--- src/rtl/barrel_shifter_seq.sv ---
// Sequential barrel shifter: one log2 stage per cycle, rotate/logical/arithmetic,
// valid/ready handshake on both sides.

module bs_stage #(
   parameter int WIDTH = 10,
   parameter int SH    = 1
) (
   input  logic [WIDTH-1:0] d,
   input  logic             dir,
   input  logic [1:0]       mode,
   output logic [WIDTH-1:0] q
);
   // Rotation by SH is rotation by SH mod WIDTH; plain shifts >= WIDTH saturate naturally.
   localparam int R = SH % WIDTH;

   logic [WIDTH-1:0] rot, lsh, ash;

   always_comb begin
      rot = dir ? ((d << R) | (d >> (WIDTH - R))) : ((d >> R) | (d << (WIDTH - R)));
      lsh = dir ? (d << SH) : (d >> SH);
      ash = dir ? (d << SH) : WIDTH'($signed(d) >>> SH);
      case (mode)
         2'b01:   q = lsh;
         2'b10:   q = ash;
         default: q = rot;
      endcase
   end
endmodule

module barrel_shifter_seq #(
   parameter int WIDTH = 10,
   parameter int SHW   = $clog2(WIDTH)
) (
   input  logic             CLK,
   input  logic             RSTn,
   input  logic             in_valid,
   output logic             in_ready,
   input  logic [WIDTH-1:0] in_data,
   input  logic [SHW-1:0]   shift_amt,
   input  logic             direction,
   input  logic [1:0]       mode,
   output logic             out_valid,
   input  logic             out_ready,
   output logic [WIDTH-1:0] out_data,
   output logic             busy
);
   typedef enum logic [1:0] {IDLE, SHIFT, DONE} state_t;

   state_t               state, state_nxt;
   logic [WIDTH-1:0]     work, work_nxt;
   logic [SHW-1:0]       amt, eff;
   logic [SHW-1:0]       stg;          // one-hot stage pointer, bit k = stage k
   logic                 dir_q;
   logic [1:0]           mode_q;
   logic [31:0]          amt_ext;
   logic [SHW-1:0][WIDTH-1:0] stg_q;

   genvar g;
   generate
      for (g = 0; g < SHW; g++) begin : g_stage
         bs_stage #(.WIDTH(WIDTH), .SH(2 ** g)) u_stage (
            .d    (work),
            .dir  (dir_q),
            .mode (mode_q),
            .q    (stg_q[g])
         );
      end
   endgenerate

   // Reserved mode 11 rotates, so it also gets the modulo reduction.
   always_comb begin
      amt_ext = 32'(shift_amt);
      eff     = shift_amt;
      if ((mode[0] == mode[1]) && (amt_ext >= WIDTH))
         eff = SHW'(amt_ext - WIDTH);
   end

   always_comb begin
      work_nxt = work;
      for (int k = 0; k < SHW; k++)
         if (stg[k] && amt[k]) work_nxt = stg_q[k];
   end

   always_comb begin
      state_nxt = state;
      in_ready  = 1'b0;
      out_valid = 1'b0;
      busy      = 1'b0;
      case (state)
         IDLE: begin
            in_ready = 1'b1;
            if (in_valid) state_nxt = SHIFT;
         end
         SHIFT: begin
            busy = 1'b1;
            if (stg[SHW-1]) state_nxt = DONE;
         end
         DONE: begin
            busy      = 1'b1;
            out_valid = 1'b1;
            if (out_ready) state_nxt = IDLE;
         end
         default: state_nxt = IDLE;
      endcase
   end

   always_ff @(posedge CLK) begin
      if (!RSTn) state <= IDLE;
      else       state <= state_nxt;
   end

   always_ff @(posedge CLK) begin
      if (!RSTn) begin
         work     <= '0;
         amt      <= '0;
         stg      <= '0;
         dir_q    <= 1'b0;
         mode_q   <= 2'b00;
         out_data <= '0;
      end else begin
         case (state)
            IDLE: if (in_valid) begin
               work   <= in_data;
               amt    <= eff;
               dir_q  <= direction;
               mode_q <= mode;
               stg    <= SHW'(1);
            end
            SHIFT: begin
               work <= work_nxt;
               stg  <= stg << 1;
               if (stg[SHW-1]) out_data <= work_nxt;
            end
            default: ;
         endcase
      end
   end
endmodule

--- config.mk ---
export PLATFORM = sky130hd
export DESIGN_NAME = barrel_shifter_seq
export DESIGN_NICKNAME = d
export VERILOG_FILES = /design/src/rtl/barrel_shifter_seq.sv
export SDC_FILE = /design/constraint.sdc
export NUM_CORES = 1
export LEC_CHECK = 0
export CAP_MARGIN = 20
export CORE_UTILIZATION = 45
export DETAILED_ROUTE_END_ITERATION = 10
export GPL_ROUTABILITY_DRIVEN = 0
export GPL_TIMING_DRIVEN = 0
export PLACE_DENSITY = 0.68
export SYNTH_ARGS = -nofsm -noshare
export SYNTH_HDL_FRONTEND = slang
export SYNTH_SLANG_ARGS = --single-unit
export TNS_END_PERCENT = 20
--- constraint.sdc ---
create_clock -name CLK -period 3.45 [get_ports CLK]
set_input_delay 0.69 -clock CLK [delete_from_list [all_inputs] [get_ports CLK]]
set_output_delay 0.69 -clock CLK [all_outputs]
set_load 0.03 [all_outputs]
==> metrics.yaml, run 1 <==
timing:
  finalCriticalPeriod_ns: 2.40
  worst_pin_slew_ns: 0.785
  slew_headroom_pct: 47.7
  hold_violations: 0
  fin_skew_ns: 0.00735
  rsz0062_at_grt: "no"
  fin_setup_tns_ns: 0
  setup_viol: 0
  fmax_mhz: 416
  fin_crit_sh_pct: 69.7
  holdWs_ns: 0.458
  slew_violations: 0
place:
  dp.final_hpwl_um: 5440
  portBuffers: 31
  place_inst: 426
yosys:
  yosysTopAreaCell: "dfxtp_1"
  yosys_warnings: 0
  synth-async-reset-ratio_pct: 0
  syn_area_per_cell_um2: 7.44
  synth_cells: 325
  post-synth-top-area-fraction_pct: 27.3
  ys_seq_area_share_pct: 27.3
  synth_enable_flop_cells: 0
  ys_top_cells_by_area: "dfxtp_1 27%, a21oi_1 7.5%, nand2_1 5.7%, ha_1 4.1%, o21ai_0 4.1%"
  synth_nets: 354
  ys_ff_latch: 33
  synth_cell_types: 53
  synth_ff_type: "dfxtp_1"
  synth_area_mm2: 0.00242
clock_tree:
  cts_setup_buffers: 0
  cts_num_sinks: 33
  tritoncts: "yes"
  root_buffer: "clkbuf_8"
  numCtsBuffers: 5
  ctsHoldBuffers: 0
  clk_latency_ns: 0.29
  ctsLongestPathBuffers: 2
  clkTransAtPathRegs_ns: 0.06
  htree_levels: 2
  cts_repair_resize_count: 0
setup_path:
  end_kind: "output pin"
  crit_fanout: 7
  cpLargestDelayFamily: "buffers and inverters"
  path_buf_inv: 2
  path_class: "reg2out"
  r2r_cells: 8
  slowest_stage: "clkdlybuf4s50_1"
  path_depth: 3
  cp.required_ns: 2.76
  worstPathArrival_ns: 1.71
  crit_path_max_incr_delay_ns: 0.72
  path_cells: "inv_1, ha_1, clkdlybuf4s50_1"
  r2r_start: "mode_q[0]"
  r2r_setup_slack_ns: 1.14
  worstReg2RegEnd: "work[0]"
  start_kind: "register"
min_path:
  whs_endpoint: "out_data[2]"
  hp-class: "reg2reg"
  hold-path-cell-count: 2
  hold_start: "out_data[2]"
floorplan:
  ios: 34
  start_util_pct: 47.0
  core_mm2: 0.00514
  dieHeight_um: 75.3
  fp.dieW_um: 75.3
  placementRows: 26
  dieArea_mm2: 0.00567
grt:
  grt-ovfl-total: 0
  grt_pass1_vias: 2372
  grt_max_degree: 11
  grt_pass1_wl_um: 11500
  track_usage_pct: 27.2
  antenna_found_initial: 0
power:
  clockPowerShare_pct: 16.8
  p_int_uw: 920
  swShare_pct: 45.9
  p_switching_uw: 781
  p_seq_share_pct: 31.9
  pwr-share-comb_pct: 51.3
  total_power_uw: 1700
  power_per_cell_area_mw_per_mm2: 587
  p_leak_uw: 0.00106
  max-vdd-ir-drop_v: 0.000650
cells_and_area:
  num_antenna_cells: 0
  nets: 392
  fillers: 531
  stdcell_count: 434
  final_layout_size_suffix_gt1_share_pct: 7.97
  fin_util_pct: 56.4
  syn_to_final_growth_pct: 19.9
route:
  viasPerCell: 6.24
  num_vias: 2710
  first_iter_violations: 387
  wl_per_cell_um: 17.0
  totalWireLength_um: 7400
  drc: 0
  ant_nets: 0
  drt_pass1_iterations: 5
run_status:
  status: "completed"
job:
  cap_violations: 0
## synthesized netlist by cell type (3+ instances only)
cell type / n
nor2_1: 18
clkbuf_1: 13
o311a_1: 3
nand3_1: 12
o31ai_1: 3
nor3_1: 5
o21ai_1: 4
a31oi_1: 11
buf_2: 11
nand2_1: 37
or3_1: 5
o211ai_1: 7
inv_1: 12
mux2_2: 4
and2_1: 6
a32oi_1: 4
o21ai_0: 20
mux2_1: 3
and3_1: 8
a21oi_1: 36
nor2b_1: 7
dfxtp_1: 33
ha_1: 8
mux2i_1: 3
a211oi_1: 10
o22ai_1: 8
## state kept, by name, indices dropped and copies added (netlist names)
| name | flops |
|---|---|
| mode_q | 2 |
| out_data | 10 |
| stg | 4 |
| state | 2 |
| dir_q | 1 |
| amt | 4 |
| work | 10 |
## through the flow
stage | cell area (µm²) | worst slack (ns)
2_1_floorplan | 2420 | 1.43
3_3_place_gp | 2820 | 1.14
3_5_place_dp | 2820 | 1.15
4_1_cts | 2900 | 1.04
5_1_grt | 2900 | 0.975
6_report | 2900 | 1.05
## how the worst max path moves through the flow
stage	start	end
2_1_floorplan	mode_q[0]	work[0]
3_3_place_gp	mode_q[0]	work[0]
3_5_place_dp	mode_q[0]	work[0]
4_1_cts	state[0]	in_ready
5_1_grt	mode_q[0]	work[0]
6_report	state[0]	in_ready
## power groups by stage
stage	sequential [µW]	clock, µW	combinational, µW
floorplan	511	0	635
global placement	548	0	852
detailed placement	547	0	854
CTS	539	287	858
global route	552	300	956
finish	543	286	872
## cell type report
cell class | instances | area (µm²) | share of cell area, %
Buffer | 26 | 130 | 4.49
Clock buffer | 6 | 72.6 | 2.50
Clock inverter | 2 | 10.0 | 0.345
Inverter | 12 | 45.0 | 1.55
Multi-Input combinational cell | 254 | 1580 | 54.6
Sequential cell | 33 | 661 | 22.8
Tap cell | 70 | 87.6 | 3.02
Timing Repair Buffer | 31 | 310 | 10.7
## tightest hold or removal path: stages, from the launching register on
cell     delay [ns]
dfxtp_1        0.31
nand2_1        0.05
a21oi_1        0.05
## routing by layer
layer / global-route usage (%) / routed length [µm]
met5: 0 / 0
met4: 12.6 / 263
met3: 5.82 / 635
met2: 41.1 / 3220
met1: 37.0 / 3280
## logic make-up (layout without fill, tap and decap cells)
group	after synthesis	after routing	share of synthesized area (%)
buffers and inverters	38	77	7.25
flip-flops	33	33	27.3
AND/OR/NAND/NOR	106	106	21.5
multiplexers	10	10	4.50
XOR/XNOR	1	1	0.362
AO/OA/AOI/OAI	129	129	34.9
adder cells (fa/ha/maj)	8	8	4.14
## cell usage in the layout (no fill, tap or decap), types with 4 or more instances in the layout
cell type        synthesis  routed
nor2_1                  18      18
o22ai_1                  8       8
a31oi_1                 11      11
ha_1                     8       8
nand2_1                 37      37
or3_1                    5       5
dfxtp_1                 33      33
buf_2                   11      11
and3_1                   8       8
a32oi_1                  4       4
mux2_2                   4       4
clkdlybuf4s50_1          0      31
a21oi_1                 36      36
clkbuf_1                13      14
a211oi_1                10      10
and2_1                   6       6
nor3_1                   5       5
o21ai_1                  4       4
inv_1                   12      12
nand3_1                 12      12
nor2b_1                  7       7
clkbuf_8                 0       5
o21ai_0                 20      20
o211ai_1                 7       7
No activity file was read; power rests on OpenSTA's default activity.
==> run 2, diff against run 1 <==
PLACE_DENSITY = 0.7   (was 0.68)
clock period = 2.1 ns   (was 3.45 ns; I/O delays follow)
==> run 2 against run 1 <==
  * Clock power rose by 65%
  * Die area did not move
  * Final cell count decreased by 0.23%
  * Global-route usage rose by 0.29 points
  * First-iteration DRC count is 15% higher
  * Worst setup slack worse by 0.94 ns
  * Sequential share of layout area down 0.33 points
  * Largest power group unchanged
  * Highest routed layer unchanged
==> metrics.yaml, run 2 (same netlist as run 1, synthesis figures left out) <==
run_status:
  status: "completed"
cells_and_area:
  final_area_mm2: 0.00297
  largestRegisters: "out_data x10, work x10"
  layout_common_cells: "37 x nand2_1, 35 x a21oi_1, 31 x dfxtp_1"
  fin_util_pct: 57.9
  final_layout_size_suffix_gt1_share_pct: 10.7
  final_common_cell: "nand2_1"
  fillers: 523
  syn_to_final_growth_pct: 23.0
  num_antenna_cells: 0
  nets: 391
  stdcell_count: 433
grt:
  track_usage_pct: 27.4
  grt-ovfl-total: 0
  grt_max_degree: 11
  grt_pass1_vias: 2355
  grt_pass1_wl_um: 11600
  antenna_found_initial: 0
power:
  power_per_cell_area_mw_per_mm2: 962
  max-vdd-ir-drop_v: 0.00103
  p_leak_uw: 0.00109
route:
  drt_pass1_iterations: 5
  wl_per_cell_um: 17.6
  totalWireLength_um: 7610
  first_iter_violations: 444
  viasPerCell: 6.27
  num_vias: 2717
  ant_nets: 0
  drc: 0
floorplan:
  start_util_pct: 47.0
  dieArea_mm2: 0.00567
  dieHeight_um: 75.3
  placementRows: 26
  ios: 34
  core_mm2: 0.00514
  fp.dieW_um: 75.3
setup_path:
  worstPathArrival_ns: 2.15
  path_cells: "inv_1, ha_1, or3_4, a2111oi_2, nor4_1, a21oi_1, o22ai_1"
  crit_path_max_incr_delay_ns: 0.40
  cp.required_ns: 2.25
  start_kind: "register"
  path_class: "reg2reg"
  slowest_stage: "or3_4"
  crit_fanout: 7
  end_kind: "register"
timing:
  setup_viol: 0
  fin_skew_ns: 0.00636
  fmax_mhz: 502
  slew_violations: 0
  worst_pin_slew_ns: 0.534
  rsz0062_at_grt: "yes"
  hold_violations: 0
  fin_crit_sh_pct: 94.8
  slew_headroom_pct: 64.4
  finalCriticalPeriod_ns: 1.99
clock_tree:
  numCtsBuffers: 5
  clk_latency_ns: 0.29
  tritoncts: "yes"
  ctsHoldBuffers: 0
  clkTransAtPathRegs_ns: 0.07
  htree_levels: 2
  cts_num_sinks: 33
  root_buffer: "clkbuf_8"
  cts_setup_buffers: 0
  ctsLongestPathBuffers: 2
place:
  portBuffers: 31
  place_inst: 426
  dp.final_hpwl_um: 5500
  place_area_mm2: 0.00282
job:
  cap_violations: 0
min_path:
  hp-class: "reg2reg"
## run 2: final cells by class
cell class	count	area, µm²	share of cell area [%]
flip-flops and latches	33	668	22.5
well taps	70	87.6	2.94
repair buffers	31	312	10.5
clock inverters	2	10.0	0.337
plain buffers	25	140	4.71
multi-input cells	254	1640	55.1
inverters	12	45.0	1.51
clock buffers	6	72.6	2.44
## run 2: critical path: cells and delay by family (launching register included)
kind,cells,cell delay (ns)
AO/OA/AOI/OAI,3,0.67
adder cells (fa/ha/maj),1,0.23
buffers and inverters,1,0.06
flip-flops,1,0.38
AND/OR/NAND/NOR,2,0.51
## run 2: path summary, 6_finish.rpt
kind	end	start	slack [ns]	cells past startpoint
worst max-delay path	work[0]	mode_q[1]	0.11	7
worst min-delay path	out_data[2]	out_data[2]	0.46	2
worst min register to register	out_data[2]	out_data[2]	0.46	2
worst max register to register	work[0]	mode_q[1]	0.11	7
## run 2: routing by layer
layer | routed length [µm] | up-vias | global-route usage, % | share of wire [%]
met3 | 583 | 33 | 4.89 | 7.7
met1 | 3290 | 1242 | 37.0 | 43
met4 | 272 | 0 | 12.6 | 3.6
met2 | 3460 | 146 | 42.8 | 46
li1 | - | 1296 | - | -
met5 | 0 | - | 0 | 0
## run 2: power breakdown
part | total, µW | leakage, µW | switching [µW] | internal (µW)
combinational | 1490 | 0.000771 | 919 | 572
clock | 472 | 0.0000450 | 242 | 230
sequential | 900 | 0.000271 | 160 | 739
## run 2: stage by stage
stage	hold WS, ns	TNS (ns)	total power, µW	setup WS (ns)
global placement	0.448	-0.908	2290	-0.192
detailed placement	0.454	-0.959	2300	-0.203
floorplan	0.445	0	1880	0.0779
global route	0.491	-0.0252	3030	-0.0252
finish	0.458	0	2860	0.109
CTS	0.464	0	2790	0.000536
## run 2: repair_timing
action	in CTS	in global routing
pin swaps	0	9
setup endpoints to repair	14	15
resized for setup	6	18
==> run 3, diff against run 2 <==
CELL_PAD_IN_SITES_DETAIL_PLACEMENT = 1   (was not set)
CELL_PAD_IN_SITES_GLOBAL_PLACEMENT = 1   (was not set)
CORE_UTILIZATION = 36   (was 45)
PLACE_DENSITY = not set   (was 0.7)
PLACE_DENSITY_LB_ADDON = 0.1   (was not set)
==> run 3 against run 2 <==
  * The run now ends with DRC left
  * Design area increased by 1.8%
  * Combinational power increased by 5%
  * Core utilization is 11 points lower
  * Flip-flop and latch count unchanged
  * Clock power is essentially flat
  * Sequential power rose by 1%
  * Wire length is 16% higher
  * Via count decreased by 0.26%
  * Non-clock buffer count up 1
  * Clock skew decreased by 0.00063 ns
  * Maximum frequency is 3.8% lower
  * Critical endpoint is now work[9]
  * Largest cell class unchanged
==> metrics.yaml, run 3 (same netlist as run 1, synthesis figures left out) <==
clock_tree:
  clk_latency_ns: 0.28
  htree_levels: 2
  cts_num_sinks: 33
  ctsLongestPathBuffers: 2
  tritoncts: "yes"
  ctsHoldBuffers: 0
  numCtsBuffers: 5
  root_buffer: "clkbuf_8"
  clkTransAtPathRegs_ns: 0.07
grt:
  grtUsageMet2_pct: 42.0
  grt.busiest_layer: "met2"
  grt_pass1_wl_um: 14300
  grt_util_met1_pct: 33.6
  grt_max_degree: 11
  antenna_found_initial: 0
  gr-usage-met3_pct: 3.76
  track_usage_pct: 25.4
  grt_pass1_vias: 2775
  grt-ovfl-total: 0
setup_path:
  start_kind: "register"
  path_class: "reg2reg"
  cpLargestDelayFamily: "simple AND/OR/NAND/NOR gates"
  r2r_setup_slack_ns: 0.03
  crit_path_max_incr_delay_ns: 0.38
  worstPathArrival_ns: 2.21
  crit_fanout: 10
  r2r_start: "mode_q[0]"
  slowest_stage: "dfxtp_4"
  end_kind: "register"
  r2r_cells: 8
  path_cells: "inv_1, ha_4, and4bb_1, buf_4, a2111oi_4, nor2_1, nor3_2, o32ai_1"
  worstReg2RegEnd: "work[9]"
  path_buf_inv: 2
  cp.required_ns: 2.24
cells_and_area:
  fin_util_pct: 47.1
  seqCellArea_um2: 666
  largestRegisters: "out_data x10, work x10"
  final_area_mm2: 0.00303
  final_common_cell: "nand2_1"
  fillers: 801
  nets: 392
  multi_input_area_mm2: 0.00169
  layout_common_cells: "37 x nand2_1, 33 x a21oi_1, 31 x dfxtp_1"
  num_antenna_cells: 0
  syn_to_final_growth_pct: 25.3
  final_layout_size_suffix_gt1_share_pct: 12.6
timing:
  timing.final.ws_setup_ns: 0.0309
  rsz0062_at_grt: "yes"
  fin_skew_ns: 0.00574
  slew_violations: 0
  hold_violations: 0
  finalCriticalPeriod_ns: 2.07
  fin_setup_tns_ns: 0
  worst_pin_slew_ns: 0.567
  fin_crit_sh_pct: 98.5
  fmax_mhz: 483
  setup_viol: 0
  slew_headroom_pct: 62.2
floorplan:
  dieArea_mm2: 0.00705
  ios: 34
  start_util_pct: 37.6
  fp.dieW_um: 83.9
  core_mm2: 0.00642
  dieHeight_um: 83.9
  placementRows: 29
route:
  viasPerCell: 6.15
  totalWireLength_um: 8840
  num_vias: 2710
  ant_nets: 0
  drc: 4
  first_iter_violations: 174
  wl_per_cell_um: 20.1
  drt_pass1_iterations: 8
run_status:
  status: "finished, violations left"
  violations: "DRC"
place:
  dp.final_hpwl_um: 6530
  pre_cts_slack_ns: -0.329
  portBuffers: 31
  place_area_mm2: 0.00282
job:
  cap_violations: 0
min_path:
  hold_start: "out_data[6]"
  hold-path-cell-count: 2
  hp-class: "reg2reg"
  whs_endpoint: "out_data[6]"
power:
  total_power_uw: 2960
  max-vdd-ir-drop_v: 0.000691
  power_per_cell_area_mw_per_mm2: 976
  p_leak_uw: 0.00110
run 3: cell type report:
cell class	instances	share of cell area [%]
multi-input combinational	254	55.7
tap	77	3.18
inverter	12	1.49
timing repair buffer	32	10.5
buffer	25	4.42
sequential	33	22.0
clock inverter	2	0.331
clock buffer	6	2.40
run 3: layer usage:
layer / wire [µm] / share of wire, %
met2: 4180 / 47
met4: 245 / 2.8
met5: 0 / 0
met1: 4060 / 46
met3: 357 / 4.0
run 3: how the worst max path moves through the flow:
stage / start / to / slack, ns / cells after the start
floorplan: mode_q[0] / work[0] / 0.08 / 8
global placement: mode_q[0] / work[0] / -0.26 / 8
detailed placement: mode_q[0] / work[0] / -0.33 / 8
CTS: state[0] / busy / 0.006 / 3
global route: state[0] / work[5] / -0.04 / 6
finish: mode_q[0] / work[9] / 0.03 / 8
run 3: worst reg2reg max path: cells and delay by family, from the launching register on:
family	cells	cell delay (ns)
adders and majority gates	1	0.32
DFF	1	0.38
buffers and inverters	2	0.28
AOI/OAI and AO/OA	2	0.43
and+or+nand+nor	3	0.53
run 3: what timing repair did:
action | CTS | global route
setup buffers | 0 | 1
pin swaps | 2 | 8
setup endpoints to repair | 19 | 14
resized for setup | 14 | 12
run 3: per-stage QoR:
step | instances | hold slack (ns)
after detailed placement | 433 | 0.461
after CTS | 440 | 0.472
after floorplan | 325 | 0.445
after global routing | 441 | 0.501
after global placement | 433 | 0.447
final | 441 | 0.470
run 3: power breakdown:
part / leakage (µW) / switching (µW) / internal, µW
logic: 0.000780 / 983 / 589
clock network: 0.0000450 / 245 / 230
registers: 0.000270 / 171 / 739
